==> config.mk <==
export PLATFORM = sky130hd
export DESIGN_NAME = ref_line_loader
export DESIGN_NICKNAME = d
export VERILOG_FILES = /design/src/rtl/ref_line_loader.sv
export SDC_FILE = /design/constraint.sdc
export NUM_CORES = 1
export LEC_CHECK = 0
export BUFFER_PORTS_ARGS = -buffer_cell sky130_fd_sc_hd__buf_2
export CELL_PAD_IN_SITES_DETAIL_PLACEMENT = 1
export CELL_PAD_IN_SITES_GLOBAL_PLACEMENT = 1
export CORE_MARGIN = 5
export CORE_UTILIZATION = 44
export DETAILED_ROUTE_END_ITERATION = 10
export GPL_ROUTABILITY_DRIVEN = 1
export HOLD_SLACK_MARGIN = 0.06
export MAX_ROUTING_LAYER = met4
export PLACE_DENSITY = 0.81
export SYNTH_ARGS = -nofsm -noshare
export SYNTH_HDL_FRONTEND = slang
export SYNTH_SLANG_ARGS = --single-unit
==> constraint.sdc <==
create_clock -name clk -period 2.4 [get_ports clk]
set_input_delay 0.12 -clock clk [delete_from_list [all_inputs] [get_ports clk]]
set_output_delay 0.12 -clock clk [all_outputs]
set_load 0.02 [all_outputs]
==> src/rtl/ref_line_loader.sv <==
// Reference-window line loader: packs BEATS input beats into one bank-row word and
// writes it to group grp_cnt, sweeping ROWS rows per group across all GROUPS.
module ref_line_loader #(
  parameter int unsigned ROWS   = 96,
  parameter int unsigned GROUPS = 8,
  parameter int unsigned BEATS  = 4
) (
  input  logic                    clk,
  input  logic                    rst,
  input  logic                    start,
  input  logic [63:0]             in_data,
  input  logic                    in_valid,
  output logic                    in_ready,
  output logic                    wr_en,
  output logic [GROUPS*BEATS-1:0] wr_bank_sel,
  output logic [$clog2(ROWS)-1:0] wr_addr,
  output logic [64*BEATS-1:0]     wr_data,
  output logic                    busy,
  output logic                    done
);

  localparam int unsigned Banks = GROUPS * BEATS;
  localparam int unsigned BeatW = (BEATS > 1) ? $clog2(BEATS) : 1;
  localparam int unsigned RowW  = $clog2(ROWS);
  localparam int unsigned GrpW  = (GROUPS > 1) ? $clog2(GROUPS) : 1;

  localparam logic [BeatW-1:0] BeatLast = BeatW'(BEATS - 1);
  localparam logic [RowW-1:0]  RowLast  = RowW'(ROWS - 1);
  localparam logic [GrpW-1:0]  GrpLast  = GrpW'(GROUPS - 1);

  typedef enum logic [1:0] {StIdle, StLoad, StDrain, StDone} state_e;

  state_e state_q, state_d;

  logic [BeatW-1:0]           beat_cnt_q;
  logic [RowW-1:0]            row_cnt_q;
  logic [GrpW-1:0]            grp_cnt_q;
  logic [BEATS-1:0][63:0]     pack_q, pack_d;
  logic                       wr_en_q;
  logic [Banks-1:0]           sel_q, sel_d;
  logic [RowW-1:0]            addr_q;
  logic [64*BEATS-1:0]        data_q;

  logic accept, word_done, load_init;

  // Next state and per-cycle strobes
  always_comb begin
    state_d   = state_q;
    accept    = 1'b0;
    word_done = 1'b0;
    load_init = 1'b0;
    unique case (state_q)
      StIdle: begin
        if (start) begin
          state_d   = StLoad;
          load_init = 1'b1;
        end
      end
      StLoad: begin
        accept    = in_valid;
        word_done = in_valid && (beat_cnt_q == BeatLast);
        if (word_done && (row_cnt_q == RowLast) && (grp_cnt_q == GrpLast)) begin
          state_d = StDrain;
        end
      end
      StDrain: state_d = StDone;
      StDone:  state_d = StIdle;
      default: state_d = StIdle;
    endcase
  end

  // The completing beat goes straight into the output word, so the write lands one
  // cycle after the last beat without an extra pack stage.
  always_comb begin
    pack_d             = pack_q;
    pack_d[beat_cnt_q] = in_data;
  end

  always_comb begin
    sel_d = '0;
    for (int g = 0; g < int'(GROUPS); g++) begin
      if (grp_cnt_q == GrpW'(g)) begin
        sel_d[g*BEATS +: BEATS] = '1;
      end
    end
  end

  always_ff @(posedge clk) begin
    if (rst) begin
      state_q <= StIdle;
    end else begin
      state_q <= state_d;
    end
  end

  always_ff @(posedge clk) begin
    if (rst) begin
      beat_cnt_q <= '0;
      row_cnt_q  <= '0;
      grp_cnt_q  <= '0;
      pack_q     <= '0;
      wr_en_q    <= 1'b0;
      sel_q      <= '0;
      addr_q     <= '0;
      data_q     <= '0;
    end else begin
      wr_en_q <= word_done;
      if (load_init) begin
        beat_cnt_q <= '0;
        row_cnt_q  <= '0;
        grp_cnt_q  <= '0;
      end
      if (accept) begin
        pack_q     <= pack_d;
        beat_cnt_q <= (beat_cnt_q == BeatLast) ? '0 : beat_cnt_q + BeatW'(1);
      end
      if (word_done) begin
        data_q <= pack_d;
        addr_q <= row_cnt_q;
        sel_q  <= sel_d;
        if (row_cnt_q == RowLast) begin
          row_cnt_q <= '0;
          grp_cnt_q <= (grp_cnt_q == GrpLast) ? '0 : grp_cnt_q + GrpW'(1);
        end else begin
          row_cnt_q <= row_cnt_q + RowW'(1);
        end
      end
    end
  end

  assign in_ready    = (state_q == StLoad);
  assign busy        = (state_q == StLoad) || (state_q == StDrain);
  assign done        = (state_q == StDone);
  assign wr_en       = wr_en_q;
  assign wr_bank_sel = sel_q;
  assign wr_addr     = addr_q;
  assign wr_data     = data_q;

endmodule
After elaboration in Yosys (flattened, before gate mapping)
Cells that the tools add are included.

Add/subtract/negate cells: 3. $mul: 0. Divide/modulo/power cells: 0. Order comparisons: 2. Equality and inequality tests: 14. Shift operators: 0. Muxes and demuxes: 28. Bitwise operators: 0. Reductions and logical operators: 10.

Operators with widths (number): $bwmux W256 (1); $demux W64 S2 (1); $mux W64 (1); $mux W4 (8); $mux W7 (3); $eq A3 B3 Y1 const B (4); $mux W3 (4); $mux W2 (5); $pmux W2 S4 (1); $add A7 B1 Y7 const B (1); $eq A7 B7 Y1 const B (1); $eq A2 B2 Y1 const B (3); $eq A3 B2 Y1 const B (2); $logic_and A1 B1 Y1 (4); $mux W1 (4); $reduce_bool A2 Y1 (2); $add A3 B1 Y3 const B (1); $eq A3 B1 Y1 const B (1); $logic_not A3 Y1 (1); $lt A2 B3 Y1 const B (1); $add A2 B1 Y2 const B (1); $eq A2 B1 Y1 const B (1); $ge A2 B1 Y1 const B (1); $logic_not A2 Y1 (1); 4 further kinds (4).

Bits in registers: 566. Bits in latches: 0. Bits in writable memories: 0. ROM bits: 0. Bits of input ports: 68. Output and inout port bits: 299. Word-level logic and storage cells: 69. Memories kept: 0.

Depth between registers and ports, before layout
Depth after elaboration: 6. Mapped depth: 8. Gate-level depth less buffers: 6.

Least setup slack after synthesis
Ideal clock, no wire load.

Path type: register -> register. From: register state_q[1]. To: register pack_q[90] in the netlist's numbering. Setup time: 0.070 ns. Data arrival time: 1.638 ns. Data required time: 2.330 ns. Path slack: 0.692 ns. Stages on the path, launching flop included: 9. Buffers on the path: 3. Period minus slack after synthesis: 1.708 ns. Path through: dfxtp_1 inv_1 ha_1 buf_4 and3_1 buf_2 clkbuf_1 nand2_1 a21oi_1.

Cells in the longest elaborated chain, start to end: 2.

RTL lines: start, declared (line 33) `state_e state_q, state_d;`; start signal, assigned (line 90) `state_q <= StIdle;`; start signal, assigned (line 92) `state_q <= state_d;`; $eq A2 B1 Y1; via in_ready (line 13) `output logic in_ready,`; $mux W1 (line 52) `unique case (state_q)`; end signal, assigned (line 114) `pack_q <= pack_d;`; end, declared (line 38) `logic [BEATS-1:0][63:0] pack_q, pack_d;`.

The timed path passes the listed nets, and every way through them passes these cells. A chain may end at the register's enable or synchronous reset.

Worst setup path after layout
From: register beat_cnt_q[0]. To: register data_q[159], in the netlist wr_data[159].

Cells in the longest elaborated chain, start to end: 5. Elaborated cells between the ends (all ways): 9. Those cells by class: 2 x order compare; 1 x eq/ne; 4 x mux; 2 x reduce/logical.

RTL lines: start, declared (line 35) `logic [BeatW-1:0] beat_cnt_q;`; start signal, assigned (line 115) `beat_cnt_q <= (beat_cnt_q == BeatLast) ? '0 : beat_cnt_q + BeatW'(1);`; $lt A2 B3 Y1 (implied by the code) / $ge A2 B1 Y1 (equally long branches) (line 76) `pack_d[beat_cnt_q] = in_data;`; $logic_and A1 B1 Y1 (implied by the code) (line 76); $mux W64 (implied by the code) (line 76); $demux W64 S2 (line 76); $bwmux W256 (line 76); end signal, assigned (line 118) `data_q <= pack_d;`; end, declared (line 42) `logic [64*BEATS-1:0] data_q;`.

Several ways; a longest one is shown, not always the timed one.

==> flow_metrics.py <==
metrics = {
    "drt": {
        "first_pass_iters": 6,
        "drc": 0,
        "wire_per_inst_um": 19.91,
        "viasPerCell": 5.498,
        "vias": 16910,
        "drt_wl_total_um": 61240,
        "drtAntennaViolNets": 0,
        "first_iter_violations": 939,
    },
    "logic_synthesis": {
        "synth_compound_area_frac": 0.1571,
        "yosys.area_share.xor_xnor": 0,
        "synth_top_area_frac": 0.5107,
        "synth_top_family_by_area": "simple AND/OR/NAND/NOR gates",
        "synthAdderAreaFrac": 0.01068,
        "synth_edf_count": 0,
        "synthFlopType": "dfxtp_1",
        "synth-seq-cells": 478,
        "async_reset_ff_frac": 0,
        "synthCells": 2167,
        "synth-simple-area-share": 0.1613,
        "muxShareOfSynthArea": 0.1031,
        "syn_nets": 2251,
        "synth_area_mm2": 0.01874,
        "ys_warn_count": 0,
        "synth_cell_types": 31,
        "synthTopCellsByArea": "dfxtp_1, nand2_1, mux2i_1, a211oi_1, a21oi_1",
        "syn_area_per_cell_um2": 8.646,
        "synth.largest_area_cell": "dfxtp_1",
        "yosysSeqAreaShare": 0.5107,
    },
    "worst_setup_path": {
        "path_buf_inv": 2,
        "crit_fanout": 47,
        "r2r-start": "beat_cnt_q[0]",
        "cp.required_ps": 2880,
        "r2r_end": "wr_data[159]",
        "reg2reg_setup_slack_ps": 290,
        "startpoint": "beat_cnt_q[0]",
        "worstPathArrival_ps": 2590,
        "rr_worst_depth": 6,
        "end_kind": "flip-flop",
        "crit_path_start_kind": "flip-flop",
        "crit_end": "wr_data[159]",
        "critPathMaxStageDelay_ps": 450,
        "cp.depth": 6,
        "criticalPathCategory": "flip-flop to flip-flop",
        "path_cells": "ha_1, and3_4, buf_12, buf_12, nor2_1, a211oi_1",
        "crit_path_top_delay_cell": "dfxtp_1",
        "cp_top_family": "simple AND/OR/NAND/NOR gates",
        "crit_top_cell": "buf_12",
    },
    "sta": {
        "max_freq_ghz": 0.4737,
        "setup_viol": 0,
        "tightest_slew_ps": 592.6,
        "finalCriticalPeriod_ps": 2111,
        "finalClockSkew_ps": 22.07,
        "period_share": 0.8796,
        "drv_slew": 0,
        "rsz0062_at_grt": "no",
        "fin_ws_ps": 289.0,
        "finalSetupTns_ps": 0,
        "max_slew_margin": 0.6049,
        "final-hold-violation-count": 0,
    },
    "placement": {
        "routabilityCongestion": 0.7714,
        "pre_cts_ws_ps": 309.0,
        "dp_hpwl_um": 38790,
        "io_buffers": 366,
    },
    "cts": {
        "tritoncts": "built",
        "post_cts_resized": 0,
        "cts_sinks": 478,
        "cts_buffer_depth": 3,
        "cts_root_buffer": "clkbuf_16",
        "cts_max_level": 2,
        "cts_setup_buffers": 0,
        "path_clk_slew_ps": 60,
        "hold_buffers": 67,
        "cts_made_buffers": 51,
        "clock_latency_ps": 590,
    },
    "power": {
        "leakagePower_nw": 8.981,
        "p_per_area_mw_per_mm2": 792.2,
        "fin_total_pwr_w": 0.01848,
        "ir_drop_uv": 598.4,
    },
    "worst_hold_path": {
        "hold_path_class": "input port to flip-flop",
    },
    "finish": {
        "final_common_cell": "nand2_1",
        "nets": 2579,
        "syn2layout_area_growth_pct": 24.49,
        "drive_gt1_frac": 0.2002,
        "layout_common_cells": "nand2_1, dfxtp_1, buf_2, a21oi_1, nor2_1",
        "diodes": 0,
    },
    "global_routing": {
        "grt_overflow": 0,
        "grt_max_degree": 111,
        "grt_pass1_vias": 17810,
        "grt_usage": 0.2595,
        "antenna_found_initial": 0,
        "grt_first_pass_wirelength_um": 97260,
    },
    "floorplan": {
        "start_util": 0.4457,
        "row_count": 75,
        "core-area_mm2": 0.04204,
        "die_area_mm2": 0.04681,
        "die_height_um": 216.4,
        "io_pins": 367,
        "fp.dieW_um": 216.4,
    },
    "run": {
        "maxCapViolations": 0,
    },
    "outcome": {
        "status": "finished clean",
    },
}
==> power by group <==
group,internal [W],switching [W]
Sequential,0.00812,0.000107
Clock,0.00490,0.00329
Combinational,0.000748,0.00132
Total,0.0138,0.00471
==> registers in the layout, summed over array words and instances (netlist names) <==
register / cells
state_q: 2
grp_cnt_q: 3
wr_en: 1
wr_bank_sel: 8
beat_cnt_q: 2
row_cnt_q: 7
wr_addr: 7
pack_q: 192
wr_data: 256
==> metrics by stage <==
| stage | utilization | area (um^2) | hold WS, ps | cells |
|---|---|---|---|---|
| floorplan | - | 18740 | 256.0 | 2167 |
| global placement | 0.4969 | 20890 | 431.6 | 2914 |
| detailed placement | 0.4969 | 20890 | 434.4 | 2914 |
| CTS | 0.5548 | 23320 | 364.1 | 3076 |
| global route | 0.5548 | 23320 | 397.9 | 3076 |
| finish | 0.5548 | 23320 | 394.0 | 3076 |
==> layout make-up <==
type,instances,area (um^2)
clock inverter,13,157.7
multi-input combinational,1477,8193
tap,539,674.4
timing repair buffer,479,3095
fill,4940,18720
sequential,478,9569
clock buffer,82,1605
inverter,8,30.03
==> routing by layer <==
| metal | vias to the layer above | wire, um | track usage |
|---|---|---|---|
| met5 | - | 0 | - |
| met4 | 0 | 1925 | 0.08565 |
| met1 | 8379 | 25200 | 0.2973 |
| met3 | 134 | 2771 | 0.04521 |
| met2 | 411 | 31350 | 0.4620 |
| li1 | 7988 | - | - |
==> worst min path at each step <==
stage | start | end | slack [ps] | cells after the start
6_report | in_data[56] | pack_q[56] | 390 | 4
5_1_grt | in_data[56] | pack_q[56] | 400 | 4
4_1_cts | in_data[41] | pack_q[169] | 360 | 4
3_5_place_dp | in_data[41] | pack_q[169] | 430 | 3
3_3_place_gp | in_data[58] | pack_q[58] | 430 | 3
2_1_floorplan | in_data[0] | pack_q[0] | 260 | 2
==> cell usage after synthesis, drive strengths merged, types with 2 or more instances <==
cell type  number
nand2         541
dfxtp         478
a21oi         282
nor2          203
a211oi        194
mux2i         193
buf           130
clkbuf         74
nand3          19
ha             16
inv             8
and3            5
o21ai           4
nor2b           3
a31oi           2
nor3            2
o41ai           2
==> cell families (layout without fill, tap and decap cells) <==
logic type | after synthesis | count (layout)
multiplexers | 193 | 193
buffers and inverters | 212 | 582
adder cells (fa/ha/maj) | 16 | 16
AO/OA/AOI/OAI | 487 | 487
flip-flops | 478 | 478
AND/OR/NAND/NOR | 781 | 781
==> worst register-to-register path: stages, from the launching register on <==
cell	delay, ps
dfxtp_1	450
ha_1	340
and3_4	380
buf_12	220
buf_12	240
nor2_1	120
a211oi_1	270
Power figures use the tool's default switching activity.
